--- src/rtl/modulo_controle_rolhas.sv ---
// modulo_controle_rolhas: cork stock controller with a 4-phase dispenser refill handshake
module modulo_controle_rolhas #(
    parameter int MAX_ROLHAS = 99,
    parameter int LOTE       = 15,
    parameter int LIMIAR     = 5,
    parameter int TIMEOUT    = 1000
) (
    input  logic       clk,
    input  logic       clr,
    input  logic       vedar,
    input  logic       repor,
    input  logic       dispensador_pronto,
    output logic       req_dispensador,
    output logic [6:0] m_out,
    output logic       enable_reg,
    output logic       vedacao_ok,
    output logic       falha_vedacao,
    output logic       alarme_vazio,
    output logic       alarme_dispensador
);
    typedef enum logic [1:0] {OPERA, REQUISITA, LIBERA} state_t;
    state_t state, state_next;
    logic prev_vedar, prev_repor, ev, er, ack, dec, alarme_next;
    logic [7:0] soma;
    logic [6:0] count_next;
    logic [9:0] tempo, tempo_next;
    always_ff @(posedge clk) begin
        if (!clr) begin
            state              <= OPERA;
            prev_vedar         <= 1'b1;
            prev_repor         <= 1'b1;
            tempo              <= '0;
            m_out              <= '0;
            req_dispensador    <= 1'b0;
            enable_reg         <= 1'b0;
            vedacao_ok         <= 1'b0;
            falha_vedacao      <= 1'b0;
            alarme_vazio       <= 1'b1;
            alarme_dispensador <= 1'b0;
        end else begin
            state              <= state_next;
            prev_vedar         <= vedar;
            prev_repor         <= repor;
            tempo              <= tempo_next;
            m_out              <= count_next;
            req_dispensador    <= state_next == REQUISITA;
            enable_reg         <= count_next != m_out;
            vedacao_ok         <= dec;
            falha_vedacao      <= ev && m_out == 7'd0;
            alarme_vazio       <= count_next == 7'd0;
            alarme_dispensador <= alarme_next;
        end
    end
    always_comb begin
        state_next = state;
        case (state)
            OPERA:     if (count_next <= 7'(LIMIAR) || er) state_next = REQUISITA;
            REQUISITA: if (dispensador_pronto) state_next = LIBERA;
            LIBERA:    if (!dispensador_pronto) state_next = OPERA;
            default:   state_next = OPERA;
        endcase
    end
    // Count math in 8 bits so a batch on top of a high stock saturates instead of wrapping.
    always_comb begin
        ev          = vedar & ~prev_vedar;
        er          = repor & ~prev_repor;
        ack         = state == REQUISITA && dispensador_pronto;
        dec         = ev && m_out != 7'd0;
        soma        = {1'b0, m_out} - {7'd0, dec} + (ack ? 8'(LOTE) : 8'd0);
        count_next  = soma > 8'(MAX_ROLHAS) ? 7'(MAX_ROLHAS) : soma[6:0];
        tempo_next  = state != REQUISITA ? 10'd0 : (tempo == 10'(TIMEOUT) ? tempo : tempo + 10'd1);
        alarme_next = ack ? 1'b0 : (alarme_dispensador || (state == REQUISITA && tempo_next == 10'(TIMEOUT)));
    end
endmodule
--- config.mk ---
export PLATFORM = sky130hd
export DESIGN_NAME = modulo_controle_rolhas
export DESIGN_NICKNAME = d
export VERILOG_FILES = /design/src/rtl/modulo_controle_rolhas.sv
export SDC_FILE = /design/constraint.sdc
export NUM_CORES = 1
export LEC_CHECK = 0
export CORE_MARGIN = 8
export CORE_UTILIZATION = 51
export CTS_CLUSTER_SIZE = 12
export DETAILED_ROUTE_END_ITERATION = 8
export PLACE_DENSITY = 0.76
export SYNTH_ARGS = -nofsm -noshare
export SYNTH_HDL_FRONTEND = slang
export SYNTH_SLANG_ARGS = --single-unit
--- constraint.sdc ---
create_clock -name clk -period 3.7 [get_ports clk]
set_input_delay 0.555 -clock clk [delete_from_list [all_inputs] [get_ports clk]]
set_output_delay 0.555 -clock clk [all_outputs]
set_load 0.03 [all_outputs]
# After elaboration in Yosys (flattened, before gate mapping)
# Cells that the tools add are included.
# totals
latch_bits,0
mem_bits_rw,0
romBits,0
reg_bits,27
out_inout_bits,13
in_bits,5
wordCells,47
memories,0
# op_classes
multipliers,0
mux,8
n_shift,0
n_lt_le_gt_ge,2
addsub,3
bitwise_logic,5
div,0
n_reduce_logical,11
eq_ne,7
# op_table
operator,n
"equality test 10 bit, second input constant",2
2-to-1 mux 10 bit,2
zero test 7 bit,2
"adder 10 x 1 -> 10 bit, second input constant",1
adder 8 x 4 -> 8 bit,1
"greater-than comparator 8 x 7 -> 1 bit, second input constant",1
subtractor 7 x 1 -> 8 bit,1
"less-or-equal comparator 7 x 3 -> 1 bit, second input constant",1
2-to-1 mux 7 bit,1
!= test 7 bit,1
nonzero test 7 bit,1
2-to-1 mux 2 bit,3
one-hot mux 2 bit (3 select lines),1
"equality test 2 x 1 -> 1 bit, second input constant",2
logical AND 1 bit,4
2-to-1 mux 4 bit,1
NOT 1 bit,3
AND 1 bit,2
"equality test 2 bit, second input constant",1
zero test 2 bit,1
logical OR 1 bit,2
"!= test 2 x 1 -> 1 bit, second input constant",1
OR reduction 2 bit,1

# Longest topological paths before layout
# logic_depth
depth_word,12
ltp_mapped,17
depth_no_buf,16

# Least setup slack after synthesis
# OpenSTA, ideal clock, no wires.
# synth_path
path_type,flip-flop to flip-flop
start,register m_out[5]
end,register enable_reg
arrival_time_ns,3.845
path_slack_ns,-0.285
stages_incl_launch_ff,18
synth_period_minus_slack_ns,3.985
cell_sequence,dfxtp_1 -> inv_1 -> ha_1 -> and3_1 -> nor3b_1 -> ha_1 -> inv_1 -> ha_1 -> inv_1 -> fa_1 -> nand2b_1 -> a2111oi_0 -> a211oi_1 -> or2_1 -> buf_6 -> o21a_4 -> a222oi_1 -> a41oi_1
# synth_between
elab_chain_cells,7
# synth_lines
item,line_no,text
from (decl),14,"output logic [6:0] m_out,"
from (signal assigned),45,m_out <= count_next;
nonzero test 7 bit (*),68,dec = ev && m_out != 7'd0;
logical AND 1 bit (*),68,
named net dec,23,"logic prev_vedar, prev_repor, ev, er, ack, dec, alarme_next;"
subtractor 7 x 1 -> 8 bit (*),69,"soma = {1'b0, m_out} - {7'd0, dec} + (ack ? 8'(LOTE) : 8'd0);"
adder 8 x 4 -> 8 bit (*),69,
greater-than comparator 8 x 7 -> 1 bit,70,count_next = soma > 8'(MAX_ROLHAS) ? 7'(MAX_ROLHAS) : soma[6:0];
2-to-1 mux 7 bit (*),70,
!= test 7 bit (*),47,enable_reg <= count_next != m_out;
to (signal assigned),47,
to (decl),15,"output logic enable_reg,"
# Mark *: on every way through the listed nets, which the timed path passes. The rest lies on a longest branch.
# A chain may end at the register's enable or synchronous reset.

# Final worst setup path
# layout_path
start,register m_out[1]
end,register enable_reg
# The elaborated chain is that of the path after synthesis.

==> impl_results.md <==
* Initial Util at 52.4%
* Synth Register Bits at 27
* Worst slew margin at 66.2%
* FMAX at 281 MHz
* Final Hold Vio Count at 0
* Pwr Total at 2.28 mW
* # setup viols final at 0
* Antenna-violating nets left at 0
* Clk buf depth at 2
* Critical path required time at 3910 ps
* Hold Crit Class: reg -> reg
* Compound-cell area share of the yosys netlist at 18.3%
* Syn nets at 226
* Dpl ws at -145 ps
* Reg2reg end: enable_reg$_SDFF_PN0_
* FF-to-FF path depth at 15
* Synth top area share at 31.2%
* Rows at 21
* Period utilisation layout at 96.3%
* Die Height at 74.3 um
* Highest-count cells in the layout ignoring fill and taps: buf_4, dfxtp_1, nor2_1
* Insertion delay of the later-clocked pin in the worst-skew pair at 330 ps
* M3 GR Usage at 3.50%
* Grt ovf at 0
* Main combinational cell family by area after synthesis: simple AND/OR/NAND/NOR gates
* Largest net degree at the start of global routing at 17
* XOR/XNOR share of the synthesized area at 6.06%
* Worst setup SP type: flop
* Clock transition at path regs at 150 ps
* Unique cell type count in the Yosys netlist at 53
* Mux contribution to synthesized area at 0%
* WL per Instance at 13.8 um
* Global-route wire length before repair at 6.71 mm
* Commonest non-fill, non-tap cell in the layout: buf_4
* Drt via density at 5.55
* Port bufs at 17
* Die width at 74.3 um
* Largest register FFs at 10
* Syn avg cell area at 8.42 sq um
* R2r setup slk at 140 ps
* Critical Path AT at 3780 ps
* Hold path cells at 1
* Depth of the CTS H-tree at 1
* DR pass1 iterations at 4
* PD cells at 991 nW/um^2
* Residual DRC count at 0
* Synth top area cells: dfxtp_1, ha_1, inv_1
* Adder-Cell Fraction of Synth Area at 11.3%
* Post-synthesis sequential area ratio at 31.2%
* Largest regs: tempo: 10 flops, m_out: 7 flops, state: 2 flops
* Area Growth Syn to Fin at 32.6%
* Synth Cell Area at 1730 sq um
* Worst ir drop on vdd at 0.000457 V
* Total die area at 5520 sq um
* Fraction of layout instances using a drive strength above 1 at 23.1%
* Layout net count at 276
* Io pins at 18
* Overall Global Routing Usage at 15.0%
* Reg with most FFs: tempo
* Status: complete, no violations
* Clock sink count at 27
* CTS tree: yes
* EDFF count, synth at 0
* Detail Placement HPWL at 3.08 mm
* Post-Synth Simple-Gate Area at 27.7%
* Synth async-reset ratio at 0%
* Core footprint at 3310 sq um
* Iter 0 DRT Violations at 79
* Type of the worst setup path: reg -> reg
* Hold Path Sink: vedacao_ok$_SDFF_PN0_
* Mapped Cells at 206
* Worst Max-Slew Pin Slew at 504 ps
* Clock skew at 9.83 ps
* Primary FF master, synth: dfxtp_1
* # diodes at 0
* Root Driver: clkbuf_4
* Worst hold start: prev_vedar$_SDFF_PN1_
* Leak at 0.922 nW
* Total CTS buffers at 3
* Met2 usage at 24.7%
* GPL Wtd Cong at 0.866
* Setup crit end kind: flop
* Clock period minus worst slack at 3560 ps
* Final Max Tran Viols at 0
* DR vias at 1672
* Initial antenna violation count at 0
* Max_cap viols at 0
* Yosys warns at 0
* Worst r2r src: m_out[1]$_SDFF_PN0_
* Biggest area consumer among synthesized cells: dfxtp_1
* Most used routing layer: met2
* Worst setup margin at 137 ps
* Met1 global-route usage at 19.1%
* Routed wire length at 4.15 mm
* CP Max Fanout at 5
* Vias in the first global route at 1526
cells by family (layout without fill, tap and decap cells):
kind of cell	count (synthesis)	in the layout
AO/OA/AOI/OAI	43	43
XOR/XNOR	12	12
adder cells (fa/ha/maj)	15	15
buffers and inverters	23	72
flip-flops	27	27
AND/OR/NAND/NOR	86	86
synthesized netlist by cell type, drive strengths merged (4+ instances only):
| cell | count |
|---|---|
| and3 | 5 |
| xnor2 | 5 |
| xor2 | 7 |
| inv | 19 |
| nor2 | 18 |
| a21oi | 8 |
| nor3b | 5 |
| ha | 14 |
| o21ai | 8 |
| o211ai | 4 |
| nand2 | 14 |
| nor3 | 4 |
| nand3 | 9 |
| dfxtp | 27 |
| nand2b | 11 |
per-stage QoR:
| stage | util, % | instances | setup TNS (ps) | cell area [sq um] | hold slack (ps) |
|---|---|---|---|---|---|
| 2_1_floorplan | - | 206 | 0 | 1770 | 437 |
| 3_3_place_gp | 65.4 | 291 | -265 | 2160 | 471 |
| 3_5_place_dp | 65.4 | 291 | -556 | 2160 | 482 |
| 4_1_cts | 66.3 | 295 | 0 | 2190 | 513 |
| 5_1_grt | 69.5 | 301 | -27.3 | 2300 | 546 |
| 6_report | 69.5 | 301 | 0 | 2300 | 514 |
per-layer routing:
metal | vias up | wire length, um
li1 | 832 | -
met1 | 783 | 1870
met2 | 49 | 1940
met3 | 8 | 255
met4 | 0 | 91
met5 | - | 0
layout make-up:
class                           count  area, sq um
Inverter                           19         73.8
Fill cell                         273         1010
Sequential cell                    27          553
Multi-Input combinational cell    156         1170
Clock inverter                      1         7.51
Timing Repair Buffer               49          410
Tap cell                           46         57.6
Clock buffer                        3         22.5
repair_timing:
action                                  in CTS  in global routing
buffers inserted                             0                  6
hold buffers                                 0                  0
endpoints found under the setup margin       0                  8
gates resized for setup                      0                 15
how the worst max path moves through the flow:
stage	end	startpoint	slack, ps	cells after the start
4_1_cts	enable_reg$_SDFF_PN0_	m_out[4]$_SDFF_PN0_	20	16
3_3_place_gp	enable_reg$_SDFF_PN0_	vedar	-90	14
6_report	enable_reg$_SDFF_PN0_	m_out[1]$_SDFF_PN0_	140	15
5_1_grt	enable_reg$_SDFF_PN0_	m_out[5]$_SDFF_PN0_	-30	18
3_5_place_dp	enable_reg$_SDFF_PN0_	vedar	-140	14
2_1_floorplan	enable_reg$_SDFF_PN0_	m_out[4]$_SDFF_PN0_	10	17
where the power goes:
| group | internal [mW] | switching (mW) |
|---|---|---|
| sequential | 0.343 | 0.0501 |
| combinational | 0.903 | 0.851 |
| clock | 0.0414 | 0.0900 |
| total | 1.29 | 0.991 |
worst max-delay path, cell delays in order (launching register included):
cell       delay, ps
dfxtp_4          400
nor4_4           280
and3_4           230
nor3b_2           50
ha_1             290
inv_1             60
ha_2             180
inv_2             40
fa_2             350
nand2b_4         160
a2111oi_4        300
a211oi_2          90
or2_1            270
o21a_4           220
a222oi_1         370
a41oi_1          150
No activity file was read; power rests on OpenSTA's default activity.
